### src/rtl/exe_stage_pkg.sv
// exe_stage_pkg: shared constants for the execute stage.
//   - bit positions inside the one-hot mem_op / mul_op / div_op fields
//   - exception codes, including ECODE_ALE for misaligned accesses
//   - default reset PC
//   - is_misaligned(): alignment check for half/word loads and stores
package exe_stage_pkg;

  // mem_op bit positions
  localparam int MEM_LB  = 0;
  localparam int MEM_LBU = 1;
  localparam int MEM_LH  = 2;
  localparam int MEM_LHU = 3;
  localparam int MEM_LW  = 4;
  localparam int MEM_SB  = 5;
  localparam int MEM_SH  = 6;
  localparam int MEM_SW  = 7;

  // mul_op bit positions
  localparam int MUL_W    = 0;
  localparam int MULH_W   = 1;
  localparam int MULH_WU  = 2;

  // div_op bit positions
  localparam int DIV_W  = 0;
  localparam int DIV_WU = 1;
  localparam int MOD_W  = 2;
  localparam int MOD_WU = 3;

  // Exception codes
  localparam logic [5:0] ECODE_INT = 6'h00;
  localparam logic [5:0] ECODE_ADE = 6'h08;
  localparam logic [5:0] ECODE_ALE = 6'h09;
  localparam logic [5:0] ECODE_SYS = 6'h0b;
  localparam logic [5:0] ECODE_BRK = 6'h0c;
  localparam logic [5:0] ECODE_INE = 6'h0d;

  localparam logic [31:0] DEFAULT_RESET_PC = 32'h1c00_0000;

  // Half accesses need addr[0] clear, word accesses need addr[1:0] clear.
  // Byte accesses are always aligned.
  function automatic logic is_misaligned(input logic [7:0] mem_op,
                                         input logic [1:0] addr_lsb);
    logic half_acc;
    logic word_acc;
    half_acc = mem_op[MEM_LH] | mem_op[MEM_LHU] | mem_op[MEM_SH];
    word_acc = mem_op[MEM_LW] | mem_op[MEM_SW];
    return (half_acc && addr_lsb[0]) || (word_acc && (addr_lsb != 2'b00));
  endfunction

endpackage

### src/rtl/exe_stage_if.sv
// exe_stage_if: operand request bus from the execute stage to the external
// multiplier and divider.
//   master (execute stage): drives to_*_req_valid, *_src1, *_src2, *_signed
//                           and samples from_*_req_ready
//   slave  (mul/div units): the reverse
// A request transfers on any cycle where valid and ready are both high.
interface exe_stage_if;
  logic        to_mul_req_valid;
  logic        from_mul_req_ready;
  logic [31:0] mul_src1;
  logic [31:0] mul_src2;
  logic        mul_signed;

  logic        to_div_req_valid;
  logic        from_div_req_ready;
  logic [31:0] div_src1;
  logic [31:0] div_src2;
  logic        div_signed;

  modport master (
    output to_mul_req_valid, mul_src1, mul_src2, mul_signed,
    output to_div_req_valid, div_src1, div_src2, div_signed,
    input  from_mul_req_ready, from_div_req_ready
  );

  modport slave (
    input  to_mul_req_valid, mul_src1, mul_src2, mul_signed,
    input  to_div_req_valid, div_src1, div_src2, div_signed,
    output from_mul_req_ready, from_div_req_ready
  );
endinterface

### src/rtl/exe_req_ctrl.sv
// exe_req_ctrl: one-shot request tracker for a multi-cycle unit (mul or div).
// Issues exactly one request per instruction held in the execute stage and
// remembers that it was accepted until the instruction leaves or is flushed.
//   clk, rst            clock, synchronous active-high reset
//   need_i              the instruction in stage needs this unit
//   req_ready_i         unit accepts the request this cycle
//   adv_i               the instruction leaves the stage this cycle
//   flush_i             pipeline flush
//   req_valid_o         request valid towards the unit
//   issued_or_firing_o  request already accepted, or being accepted now
module exe_req_ctrl (
  input  logic clk,
  input  logic rst,
  input  logic need_i,
  input  logic req_ready_i,
  input  logic adv_i,
  input  logic flush_i,
  output logic req_valid_o,
  output logic issued_or_firing_o
);

  logic req_sent_q;
  logic req_sent_d;
  logic fire;

  // Gating with rst withdraws a pending request in the reset cycle itself.
  assign req_valid_o        = need_i && !req_sent_q && !rst;
  assign fire               = req_valid_o && req_ready_i;
  assign issued_or_firing_o = req_sent_q || fire;

  // A handshake coinciding with adv needs no memory: the instruction is gone.
  // NOTE: assign a default first in always_comb so no path leaves the
  // variable unassigned, which would infer a latch.
  always_comb begin
    req_sent_d = req_sent_q;
    if (adv_i || flush_i) begin
      req_sent_d = 1'b0;
    end else if (fire) begin
      req_sent_d = 1'b1;
    end
  end

  // NOTE: state registers use non-blocking assignments so every flop samples
  // pre-edge values regardless of block evaluation order.
  always_ff @(posedge clk) begin
    if (rst) begin
      req_sent_q <= 1'b0;
    end else begin
      req_sent_q <= req_sent_d;
    end
  end

endmodule

### src/rtl/exe_stage.sv
// exe_stage: execute stage feeding the memory stage.
// Registers the ALU result and decode fields, requests the external
// multiplier/divider once per instruction, flags address-alignment
// exceptions (ALE) and provides a bypass path to decode.
//   clk, rst                 clock, synchronous active-high reset
//   in_valid/in_ready        handshake with decode
//   out_valid/out_ready      handshake with memory
//   ex_flush, ertn_flush     flush from writeback
//   next_exception           exception pending further down the pipe
//   this_exception           this or a downstream stage is excepting
//   PC ... esubcode          decode-stage operands and flags
//   req_bus                  mul/div request bus (exe_stage_if.master)
//   fwd_*                    bypass to decode
//   *_out                    registered bundle for the memory stage
// Optional feature: define EXE_ALE_CHECK_EN to enable ALE detection; when
// undefined the exception fields pass through and exception_maddr_out = 0.
module exe_stage
  import exe_stage_pkg::*;
#(
  parameter logic [31:0] RESET_PC = DEFAULT_RESET_PC
) (
  input  logic        clk,
  input  logic        rst,
  input  logic        in_valid,
  output logic        in_ready,
  output logic        out_valid,
  input  logic        out_ready,
  input  logic        ex_flush,
  input  logic        ertn_flush,
  input  logic        next_exception,
  output logic        this_exception,
  input  logic [31:0] PC,
  input  logic [31:0] alu_result,
  input  logic [31:0] src1,
  input  logic [31:0] src2,
  input  logic [31:0] rkd_value,
  input  logic [7:0]  mem_op,
  input  logic [2:0]  mul_op,
  input  logic [3:0]  div_op,
  input  logic        res_from_mul,
  input  logic        res_from_div,
  input  logic        res_from_mem,
  input  logic        res_from_csr,
  input  logic        gr_we,
  input  logic        mem_we,
  input  logic        ertn,
  input  logic [4:0]  dest,
  input  logic        has_exception,
  input  logic [5:0]  ecode,
  input  logic [8:0]  esubcode,
  exe_stage_if.master req_bus,
  output logic        fwd_valid,
  output logic [4:0]  fwd_dest,
  output logic [31:0] fwd_value,
  output logic        fwd_stall,
  output logic [31:0] PC_out,
  output logic [31:0] result_out,
  output logic [31:0] rkd_value_out,
  output logic [7:0]  mem_op_out,
  output logic [2:0]  mul_op_out,
  output logic [3:0]  div_op_out,
  output logic        res_from_mul_out,
  output logic        res_from_div_out,
  output logic        res_from_mem_out,
  output logic        res_from_csr_out,
  output logic        gr_we_out,
  output logic        mem_we_out,
  output logic [4:0]  dest_out,
  output logic        has_exception_out,
  output logic [5:0]  ecode_out,
  output logic [8:0]  esubcode_out,
  output logic        ertn_out,
  output logic [31:0] exception_maddr_out
);

  typedef struct packed {
    logic [31:0] pc;
    logic [31:0] result;
    logic [31:0] rkd_value;
    logic [7:0]  mem_op;
    logic [2:0]  mul_op;
    logic [3:0]  div_op;
    logic        res_from_mul;
    logic        res_from_div;
    logic        res_from_mem;
    logic        res_from_csr;
    logic        gr_we;
    logic        mem_we;
    logic [4:0]  dest;
    logic        has_exception;
    logic [5:0]  ecode;
    logic [8:0]  esubcode;
    logic        ertn;
    logic [31:0] exception_maddr;
  } bundle_t;

  bundle_t bundle_q, bundle_d;
  logic    out_valid_q;
  logic    flush, ale, ready_go, adv;
  logic    mul_need, div_need, mul_done, div_done;

  assign flush = ex_flush || ertn_flush;

`ifdef EXE_ALE_CHECK_EN
  assign ale = is_misaligned(mem_op, alu_result[1:0]);
`else
  assign ale = 1'b0;
`endif

  assign this_exception = (in_valid && (has_exception || ale)) || next_exception;

  assign mul_need = in_valid && res_from_mul && !this_exception && !flush;
  assign div_need = in_valid && res_from_div && !this_exception && !flush;

  exe_req_ctrl u_mul_req (
    .clk                (clk),
    .rst                (rst),
    .need_i             (mul_need),
    .req_ready_i        (req_bus.from_mul_req_ready),
    .adv_i              (adv),
    .flush_i            (flush),
    .req_valid_o        (req_bus.to_mul_req_valid),
    .issued_or_firing_o (mul_done)
  );

  exe_req_ctrl u_div_req (
    .clk                (clk),
    .rst                (rst),
    .need_i             (div_need),
    .req_ready_i        (req_bus.from_div_req_ready),
    .adv_i              (adv),
    .flush_i            (flush),
    .req_valid_o        (req_bus.to_div_req_valid),
    .issued_or_firing_o (div_done)
  );

  assign req_bus.mul_src1   = src1;
  assign req_bus.mul_src2   = src2;
  assign req_bus.mul_signed = mul_op[MULH_W] | mul_op[MUL_W];
  assign req_bus.div_src1   = src1;
  assign req_bus.div_src2   = src2;
  assign req_bus.div_signed = div_op[DIV_W] | div_op[MOD_W];

  // Flushed or excepting instructions never wait on mul/div.
  assign ready_go = !in_valid || flush || this_exception ||
                    ((!res_from_mul || mul_done) && (!res_from_div || div_done));
  assign adv      = in_valid && ready_go && out_ready;
  assign in_ready = !rst && (!in_valid || (ready_go && out_ready));

  assign fwd_valid = in_valid && gr_we && (dest != 5'd0);
  assign fwd_dest  = dest;
  assign fwd_value = alu_result;
  assign fwd_stall = fwd_valid && (res_from_mem || res_from_mul || res_from_div || res_from_csr);

  always_comb begin
    bundle_d                 = bundle_q;
    bundle_d.pc              = PC;
    bundle_d.result          = alu_result;
    bundle_d.rkd_value       = rkd_value;
    bundle_d.mem_op          = mem_op;
    bundle_d.mul_op          = mul_op;
    bundle_d.div_op          = div_op;
    bundle_d.res_from_mul    = res_from_mul;
    bundle_d.res_from_div    = res_from_div;
    bundle_d.res_from_mem    = res_from_mem;
    bundle_d.res_from_csr    = res_from_csr;
    bundle_d.gr_we           = gr_we;
    bundle_d.mem_we          = mem_we;
    bundle_d.dest            = dest;
    bundle_d.ertn            = ertn;
    bundle_d.has_exception   = has_exception;
    bundle_d.ecode           = ecode;
    bundle_d.esubcode        = esubcode;
    bundle_d.exception_maddr = 32'd0;
    // An incoming exception is older than the ALE and keeps its codes.
    if (ale && !has_exception) begin
      bundle_d.has_exception   = 1'b1;
      bundle_d.ecode           = ECODE_ALE;
      bundle_d.esubcode        = 9'd0;
      bundle_d.exception_maddr = alu_result;
    end
  end

  always_ff @(posedge clk) begin
    if (rst) begin
      bundle_q    <= '0;
      bundle_q.pc <= RESET_PC;
      out_valid_q <= 1'b0;
    end else begin
      if (adv) begin
        bundle_q <= bundle_d;
      end
      if (out_ready) begin
        out_valid_q <= in_valid && ready_go && !flush;
      end
    end
  end

  assign out_valid           = out_valid_q;
  assign PC_out              = bundle_q.pc;
  assign result_out          = bundle_q.result;
  assign rkd_value_out       = bundle_q.rkd_value;
  assign mem_op_out          = bundle_q.mem_op;
  assign mul_op_out          = bundle_q.mul_op;
  assign div_op_out          = bundle_q.div_op;
  assign res_from_mul_out    = bundle_q.res_from_mul;
  assign res_from_div_out    = bundle_q.res_from_div;
  assign res_from_mem_out    = bundle_q.res_from_mem;
  assign res_from_csr_out    = bundle_q.res_from_csr;
  assign gr_we_out           = bundle_q.gr_we;
  assign mem_we_out          = bundle_q.mem_we;
  assign dest_out            = bundle_q.dest;
  assign has_exception_out   = bundle_q.has_exception;
  assign ecode_out           = bundle_q.ecode;
  assign esubcode_out        = bundle_q.esubcode;
  assign ertn_out            = bundle_q.ertn;
  assign exception_maddr_out = bundle_q.exception_maddr;

endmodule
### src/flat_wrapper.sv
// flat-port wrapper written by rule: the top's interface ports become plain ports
module exe_stage_flat import exe_stage_pkg::*;
#(
  parameter logic [31:0] RESET_PC = DEFAULT_RESET_PC
)
  (clk, rst, in_valid, in_ready, out_valid, out_ready, ex_flush, ertn_flush, next_exception, this_exception, PC, alu_result, src1, src2, rkd_value, mem_op, mul_op, div_op, res_from_mul, res_from_div, res_from_mem, res_from_csr, gr_we, mem_we, ertn, dest, has_exception, ecode, esubcode, fwd_valid, fwd_dest, fwd_value, fwd_stall, PC_out, result_out, rkd_value_out, mem_op_out, mul_op_out, div_op_out, res_from_mul_out, res_from_div_out, res_from_mem_out, res_from_csr_out, gr_we_out, mem_we_out, dest_out, has_exception_out, ecode_out, esubcode_out, ertn_out, exception_maddr_out, req_bus_to_mul_req_valid, req_bus_mul_src1, req_bus_mul_src2, req_bus_mul_signed, req_bus_to_div_req_valid, req_bus_div_src1, req_bus_div_src2, req_bus_div_signed, req_bus_from_mul_req_ready, req_bus_from_div_req_ready);
  exe_stage_if req_bus_i ();
  input  logic clk;
  input  logic rst;
  input  logic in_valid;
  output logic in_ready;
  output logic out_valid;
  input  logic out_ready;
  input  logic ex_flush;
  input  logic ertn_flush;
  input  logic next_exception;
  output logic this_exception;
  input  logic [31:0] PC;
  input  logic [31:0] alu_result;
  input  logic [31:0] src1;
  input  logic [31:0] src2;
  input  logic [31:0] rkd_value;
  input  logic [7:0] mem_op;
  input  logic [2:0] mul_op;
  input  logic [3:0] div_op;
  input  logic res_from_mul;
  input  logic res_from_div;
  input  logic res_from_mem;
  input  logic res_from_csr;
  input  logic gr_we;
  input  logic mem_we;
  input  logic ertn;
  input  logic [4:0] dest;
  input  logic has_exception;
  input  logic [5:0] ecode;
  input  logic [8:0] esubcode;
  output logic fwd_valid;
  output logic [4:0] fwd_dest;
  output logic [31:0] fwd_value;
  output logic fwd_stall;
  output logic [31:0] PC_out;
  output logic [31:0] result_out;
  output logic [31:0] rkd_value_out;
  output logic [7:0] mem_op_out;
  output logic [2:0] mul_op_out;
  output logic [3:0] div_op_out;
  output logic res_from_mul_out;
  output logic res_from_div_out;
  output logic res_from_mem_out;
  output logic res_from_csr_out;
  output logic gr_we_out;
  output logic mem_we_out;
  output logic [4:0] dest_out;
  output logic has_exception_out;
  output logic [5:0] ecode_out;
  output logic [8:0] esubcode_out;
  output logic ertn_out;
  output logic [31:0] exception_maddr_out;
  output wire logic [$bits(req_bus_i.to_mul_req_valid)-1:0] req_bus_to_mul_req_valid;
  output wire logic [$bits(req_bus_i.mul_src1)-1:0] req_bus_mul_src1;
  output wire logic [$bits(req_bus_i.mul_src2)-1:0] req_bus_mul_src2;
  output wire logic [$bits(req_bus_i.mul_signed)-1:0] req_bus_mul_signed;
  output wire logic [$bits(req_bus_i.to_div_req_valid)-1:0] req_bus_to_div_req_valid;
  output wire logic [$bits(req_bus_i.div_src1)-1:0] req_bus_div_src1;
  output wire logic [$bits(req_bus_i.div_src2)-1:0] req_bus_div_src2;
  output wire logic [$bits(req_bus_i.div_signed)-1:0] req_bus_div_signed;
  input wire logic [$bits(req_bus_i.from_mul_req_ready)-1:0] req_bus_from_mul_req_ready;
  input wire logic [$bits(req_bus_i.from_div_req_ready)-1:0] req_bus_from_div_req_ready;
  assign req_bus_to_mul_req_valid = req_bus_i.to_mul_req_valid;
  assign req_bus_mul_src1 = req_bus_i.mul_src1;
  assign req_bus_mul_src2 = req_bus_i.mul_src2;
  assign req_bus_mul_signed = req_bus_i.mul_signed;
  assign req_bus_to_div_req_valid = req_bus_i.to_div_req_valid;
  assign req_bus_div_src1 = req_bus_i.div_src1;
  assign req_bus_div_src2 = req_bus_i.div_src2;
  assign req_bus_div_signed = req_bus_i.div_signed;
  assign req_bus_i.from_mul_req_ready = req_bus_from_mul_req_ready;
  assign req_bus_i.from_div_req_ready = req_bus_from_div_req_ready;
  exe_stage #(.RESET_PC(RESET_PC)) u_core (.clk(clk), .rst(rst), .in_valid(in_valid), .in_ready(in_ready), .out_valid(out_valid), .out_ready(out_ready), .ex_flush(ex_flush), .ertn_flush(ertn_flush), .next_exception(next_exception), .this_exception(this_exception), .PC(PC), .alu_result(alu_result), .src1(src1), .src2(src2), .rkd_value(rkd_value), .mem_op(mem_op), .mul_op(mul_op), .div_op(div_op), .res_from_mul(res_from_mul), .res_from_div(res_from_div), .res_from_mem(res_from_mem), .res_from_csr(res_from_csr), .gr_we(gr_we), .mem_we(mem_we), .ertn(ertn), .dest(dest), .has_exception(has_exception), .ecode(ecode), .esubcode(esubcode), .req_bus(req_bus_i), .fwd_valid(fwd_valid), .fwd_dest(fwd_dest), .fwd_value(fwd_value), .fwd_stall(fwd_stall), .PC_out(PC_out), .result_out(result_out), .rkd_value_out(rkd_value_out), .mem_op_out(mem_op_out), .mul_op_out(mul_op_out), .div_op_out(div_op_out), .res_from_mul_out(res_from_mul_out), .res_from_div_out(res_from_div_out), .res_from_mem_out(res_from_mem_out), .res_from_csr_out(res_from_csr_out), .gr_we_out(gr_we_out), .mem_we_out(mem_we_out), .dest_out(dest_out), .has_exception_out(has_exception_out), .ecode_out(ecode_out), .esubcode_out(esubcode_out), .ertn_out(ertn_out), .exception_maddr_out(exception_maddr_out));
endmodule
### config.mk
export PLATFORM = sky130hd
export DESIGN_NAME = exe_stage_flat
export DESIGN_NICKNAME = d
export VERILOG_FILES = /design/src/rtl/exe_stage_pkg.sv /design/src/rtl/exe_stage_if.sv /design/src/rtl/exe_req_ctrl.sv /design/src/rtl/exe_stage.sv /design/src/flat_wrapper.sv
export SDC_FILE = /design/constraint.sdc
export NUM_CORES = 1
export LEC_CHECK = 0
export ABC_CLOCK_PERIOD_IN_PS = 1700
export BUFFER_PORTS_ARGS = -buffer_cell sky130_fd_sc_hd__buf_4
export CAP_MARGIN = 0
export CORE_AREA = 2 2 214 216
export CTS_BUF_LIST = sky130_fd_sc_hd__clkbuf_4 sky130_fd_sc_hd__clkbuf_8
export DETAILED_ROUTE_END_ITERATION = 8
export DIE_AREA = 0 0 216 218
export PLACE_DENSITY = 0.51
export SLEW_MARGIN = 5
export SYNTH_ARGS = -nofsm -noshare
export SYNTH_HDL_FRONTEND = slang
export SYNTH_SLANG_ARGS = --single-unit
### constraint.sdc
create_clock -name clk -period 1.7 [get_ports clk]
set_input_delay 0 -clock clk [delete_from_list [all_inputs] [get_ports clk]]
set_output_delay 0 -clock clk [all_outputs]
set_load 0.02 [all_outputs]
==> out/metrics.yaml, run 1 <==
status: "finished, violations left"
violations: "setup timing"
die_x_um: 216
synthCells: 834
fp.coreArea_mm2: 0.0449
syn_area_per_cell_um2: 9.37
regArea_mm2: 0.00285
seq_area_frac_synth_pct: 36.4
synthXorXnorAreaFrac_pct: 0
synth.distinct_cells: 24
synth_top_cell_by_area: "dfxtp_1"
synth_compound_area_share_pct: 1.17
yosysWarnings: 0
instances_no_fill: 1783
setup_ws_ps: -143
r2r-end: "u_core.result_out[14]$_SDFFE_PP0P_"
end_kind: "register"
wl_per_cell_um: 13.8
hold_end: "req_bus_div_src1[29]"
die_h_um: 218
rr_worst_depth: 9
via_count: 6313
mostFrequentLayoutCell: "buf_4"
cts_tree: "done"
switching_share_pct: 29.9
worst_ep_required_time_ps: 2170
grt_usage_pct: 10.2
syn2layout_area_growth_pct: 53.7
period_needed_ps: 1840
dpl.cell_count: 1578
synthTopCellsByArea: "dfxtp_1 36%, nand2b_1 22%, buf_4 19%"
grt_pass1_wl_um: 36100
p_seq_share_pct: 42.9
fillers: 4773
drive_gt1_share_pct: 35.3
num_antenna_cells: 0
reg2reg_from: "u_core.u_div_req.req_sent_q$_SDFFE_PP0P_"
rows: 78
clkPwrFrac_pct: 32.9
routed_wirelength_um: 24500
drt_first_pass_iters: 4
port_buffers: 332
hold_viol: 0
p_int_uw: 5870
htree_num_levels: 4
drv_cap: 0
grt_overflow: 0
holdCritPathClass: "input port to output pin"
cts_buffers: 17
nets: 1382
synth_area_mm2: 0.00782
final_util_pct: 26.8
gp_congestion: 0.728
synth_adder_area_share_pct: 0
holdPathStages: 0
synth_mux_area_share_pct: 17.7
critPathMaxFanout: 18
ios: 557
cts_root_buffer: "clkbuf_8"
vdd.ir_drop.worst_mv: 0.483
first_global_vias: 6473
finalSetupViolations: 141
power.density_mw_per_mm2: 696
cts_max_path_buffers: 2
die_area_mm2: 0.0471
path_clk_slew_ps: 90
p_switching_uw: 2500
combPwrFrac_pct: 24.2
synth_top_family_by_area: "simple AND/OR/NAND/NOR gates"
critPathArrivalTime_ps: 2310
finalCritPeriodShare_pct: 108
layout_common_cells: "352 x buf_4, 270 x nand2b_1, 157 x dlygate4sd3_1, 140 x dfxtp_1, 137 x mux2i_1"
antenna_found_initial: 0
drcViolationCount: 0
max_slew_margin_pct: 64.6
grt_max_degree: 149
viasPerCell: 3.54
start_kind: "register"
synthDominantCellAreaShare_pct: 36.4
maxSlewViolCount: 0
clock_latency_ps: 530
crit_type: "register to register"
leakagePower_uw: 0.00514
dp_hpwl_um: 17300
synth-seq-cells: 142
fin_skew_ps: 9.28
multi_input_area_mm2: 0.00347
clock-sinks: 142
r2r_setup_slack_ps: -140
min_from: "src1[29]"
worstMarginPinSlew_ps: 531
grt_setup_unrepaired: "yes"
synthSimpleGateAreaFrac_pct: 23.3
max_freq_ghz: 0.543
start_util_pct: 17.4
ant_nets: 0
dr.first_iter.drc_count: 171
## worst max-delay path by stage
stage | start | end | slack (ps) | cells past startpoint
finish | u_core.u_div_req.req_sent_q$_SDFFE_PP0P_ | u_core.result_out[14]$_SDFFE_PP0P_ | -140 | 9
global route | u_core.u_div_req.req_sent_q$_SDFFE_PP0P_ | u_core.result_out[14]$_SDFFE_PP0P_ | -250 | 9
CTS | u_core.u_mul_req.req_sent_q$_SDFFE_PP0P_ | in_ready | -260 | 7
detailed placement | u_core.u_mul_req.req_sent_q$_SDFFE_PP0P_ | u_core.mem_op_out[2]$_SDFFE_PP0P_ | 60 | 7
global placement | u_core.u_div_req.req_sent_q$_SDFFE_PP0P_ | u_core.mem_op_out[0]$_SDFFE_PP0P_ | 100 | 7
floorplan | u_core.u_div_req.req_sent_q$_SDFFE_PP0P_ | u_core.PC_out[0]$_SDFFE_PP0P_ | 170 | 7
## worst max-delay path, stage by stage, from the launching register on
cell	delay (ps)
dfxtp_2	340
nand2b_4	130
o22a_1	190
a21oi_4	70
buf_4	130
buf_4	130
nor2_4	170
buf_12	190
buf_16	190
mux2i_1	210
## power by group through the flow
stage	Clock [uW]	Combinational (uW)	Sequential [uW]
detailed placement	0	1690	3670
floorplan	0	1200	3870
CTS	2960	1990	3590
finish	2750	2020	3590
global route	3060	2170	3610
global placement	0	1670	3660
## synthesized netlist by cell type
library cell,instances
clkbuf_1,31
a21bo_2,1
o22a_1,1
or3_1,1
nor4_1,2
buf_2,14
a21o_1,1
o311a_1,1
a21oi_1,2
conb_1,1
o41a_1,1
or2_2,4
nand3_1,2
a21oi_2,1
nand2_1,3
dfxtp_1,142
a31oi_1,2
buf_6,1
o31ai_1,1
buf_4,197
nand2b_1,273
o21ai_0,1
mux2i_1,138
nor2_1,13
## registers in the layout, indices dropped and copies added, names as in the netlist, 3 cells and up
| register | flops |
|---|---|
| u_core.ecode_out | 6 |
| u_core.div_op_out | 4 |
| u_core.PC_out | 32 |
| u_core.result_out | 32 |
| u_core.esubcode_out | 9 |
| u_core.rkd_value_out | 32 |
| u_core.mul_op_out | 3 |
| u_core.dest_out | 5 |
| u_core.mem_op_out | 8 |
## what timing repair did
item                       CTS  global route
buffers inserted             2            12
hold buffers               157             0
setup endpoints to repair    1           122
gates cloned                 0             2
resized for setup            8            12
pin swaps                    4             3
hold endpoints to repair   142             0
## area by class of cell
type	instances	share of cell area (%)
Tap cell	600	6.25
Clock buffer	20	2.29
Clock inverter	12	0.927
Sequential cell	142	23.7
Multi-Input combinational cell	480	28.8
Timing Repair Buffer	529	38.0
## routing by layer
layer | wire [um] | share of wire, % | track usage (%) | vias up
met2 | 12300 | 50 | 17.3 | 290
met3 | 2260 | 9.2 | 4.57 | 78
met4 | 1170 | 4.8 | 7.42 | 2
met1 | 8790 | 36 | 9.81 | 2846
li1 | - | - | - | 3097
met5 | 29 | 0.12 | 0.417 | -
## stage by stage
| stage | TNS (ps) | total power (uW) | worst slack (ps) | instance area, um^2 | hold slack (ps) |
|---|---|---|---|---|---|
| after floorplan | 0 | 5070 | 173 | 7930 | 113 |
| after global placement | 0 | 5340 | 95.8 | 9800 | 0.200 |
| after detailed placement | 0 | 5350 | 63.8 | 9800 | 0.200 |
| after CTS | -690 | 8540 | -263 | 11800 | 0.200 |
| after global routing | -25980 | 8840 | -250 | 12000 | 0.0449 |
| final | -11950 | 8370 | -143 | 12000 | 0.00972 |
## kinds of logic after synthesis
group	Yosys count
AOI/OAI and AO/OA	12
other	1
muxes	138
and+or+nand+nor	298
buffers and inverters	243
DFF	142
No activity file was read; power rests on OpenSTA's default activity.
==> inputs of run 2 (changes only) <==
--- a/config.mk
+++ b/config.mk
@@ -12,6 +12,7 @@
 export CTS_BUF_LIST = sky130_fd_sc_hd__clkbuf_4 sky130_fd_sc_hd__clkbuf_8
 export DETAILED_ROUTE_END_ITERATION = 8
 export DIE_AREA = 0 0 216 218
+export MAX_ROUTING_LAYER = met4
 export PLACE_DENSITY = 0.51
 export SLEW_MARGIN = 5
 export SYNTH_ARGS = -nofsm -noshare
==> out/metrics.yaml, run 2 (synthesized netlist as in run 1, its figures left out) <==
drv_cap: 0  # unchanged
power.density_mw_per_mm2: 697  # +0.17%
gp_congestion: 0.737  # +1.2%
max_freq_ghz: 0.544  # +0.24%
dp_hpwl_um: 17300  # unchanged
cts_tree: "done"
grt_overflow: 0  # unchanged
cts_buffers: 17  # unchanged
finalCritPeriodShare_pct: 108  # -0.26 points
critPathArrivalTime_ps: 2320  # about the same
holdCritPathClass: "input port to output pin"
hold_viol: 0  # unchanged
dr.first_iter.drc_count: 184  # +7.6%
grt_pass1_wl_um: 35900  # -0.34%
die_h_um: 218  # unchanged
fin_skew_ps: 8.59  # -0.693 ps
grt_setup_unrepaired: "yes"
maxSlewViolCount: 0  # unchanged
start_kind: "register"
status: "finished, violations left"
die_area_mm2: 0.0471  # unchanged
crit_type: "register to register"
final_area_mm2: 0.0120  # about the same
setup_ws_ps: -139  # +4.49 ps
layout_common_cells: "351 x buf_4, 270 x nand2b_1, 157 x dlygate4sd3_1, 140 x dfxtp_1, 137 x mux2i_1"
violations: "setup timing"
nets: 1382  # unchanged
drt_first_pass_iters: 4  # unchanged
setup-tns-final_ps: -11580  # +373 ps
period_needed_ps: 1840  # -4.49 ps
critPathMaxFanout: 16  # -2
fillers: 4771  # -0.042%
antenna_found_initial: 0  # unchanged
finalSetupViolations: 141  # unchanged
num_antenna_cells: 0  # unchanged
vdd.ir_drop.worst_mv: 0.481  # -0.60%
grt_max_degree: 149  # unchanged
syn2layout_area_growth_pct: 53.8  # about the same
port_buffers: 332  # unchanged
cts_max_path_buffers: 2  # unchanged
max_slew_margin_pct: 63.8  # -0.83 points
viasPerCell: 3.53  # -0.29%
ant_nets: 0  # unchanged
start_util_pct: 17.4  # unchanged
end_kind: "register"
first_global_vias: 6493  # +0.31%
ios: 557  # unchanged
drcViolationCount: 0  # unchanged
htree_num_levels: 4  # unchanged
via_count: 6295  # -0.29%
fin_total_pwr_uw: 8380  # +0.20%
rows: 78  # unchanged
worstMarginPinSlew_ps: 544  # +12.4 ps
place_area_mm2: 0.00980  # unchanged
worst_ep_required_time_ps: 2180  # about the same
path_clk_slew_ps: 90  # about the same
cts_root_buffer: "clkbuf_8"
mostFrequentLayoutCell: "buf_4"
hold_ws_ps: 0.00972  # unchanged
leakagePower_uw: 0.00514  # about the same
clock-sinks: 142  # unchanged
wl_per_cell_um: 13.8  # +0.20%
routed_wirelength_um: 24600  # +0.20%
die_x_um: 216  # unchanged
grt_usage_pct: 10.5  # +0.29 points
clock_latency_ps: 540  # about the same
drive_gt1_share_pct: 35.3  # unchanged
fp.coreArea_mm2: 0.0449  # unchanged
[run 2: cell types whose count changed in the layout (fill, tap and decap cells not counted)]
cell	delta
buf_6	+1
buf_4	-1
[run 2: routing by layer]
| metal | vias to the layer above | wire, um | global-route usage, % |
|---|---|---|---|
| li1 | 3102 | - | - |
| met1 | 2833 | 8850 | 9.90 |
| met2 | 286 | 12500 | 17.5 |
| met3 | 74 | 2280 | 4.77 |
| met4 | 0 | 993 | 6.60 |
| met5 | - | 0 | - |
[run 2: timing repair]
item,CTS,global route
resized for setup,8,13
hold buffers,157,0
cloned,0,2
hold endpoints to repair,142,0
endpoints found under the setup margin,1,122
pin swaps,4,3
buffers inserted,2,12
[run 2: metrics by stage]
stage,cells,setup slack [ps],util [%]
6_report,1783,-139,26.8
5_1_grt,1783,-247,26.8
3_3_place_gp,1578,95.8,21.8
2_1_floorplan,865,173,-
3_5_place_dp,1578,63.8,21.8
4_1_cts,1769,-263,26.3
[run 2: area by class of cell]
type	count	area [um^2]	area share [%]
clock buffer	20	275	2.29
clock inverter	12	111	0.926
multi-input combinational	480	3470	28.8
sequential	142	2850	23.7
tap	600	751	6.25
timing repair buffer	529	4570	38.0
[run 2: final timing paths]
kind,cells past startpoint,startpoint,end,slack (ps)
worst max register to register,9,u_core.u_div_req.req_sent_q$_SDFFE_PP0P_,u_core.mem_op_out[2]$_SDFFE_PP0P_,-140
worst max-delay path,9,u_core.u_div_req.req_sent_q$_SDFFE_PP0P_,u_core.mem_op_out[2]$_SDFFE_PP0P_,-140
worst min register to register,2,u_core.out_valid$_SDFFE_PP0P_,u_core.out_valid$_SDFFE_PP0P_,470
worst min-delay path,0,src1[29],req_bus_div_src1[29],0.01
[run 2: power by group]
| group | internal [uW] | switching [uW] | leakage (uW) |
|---|---|---|---|
| clock | 1270 | 1500 | 0.000180 |
| sequential | 3500 | 94.2 | 0.00116 |
| combinational | 1100 | 924 | 0.00380 |
| total | 5870 | 2510 | 0.00514 |
[run 2: worst max-delay path, stage by stage (launching register included)]
cell and delay [ps]:
dfxtp_2 340, nand2b_4 130, o22a_1 190, a21oi_4 70
buf_4 130, buf_4 130, nor2_4 170, buf_12 190
buf_16 190, mux2i_1 210
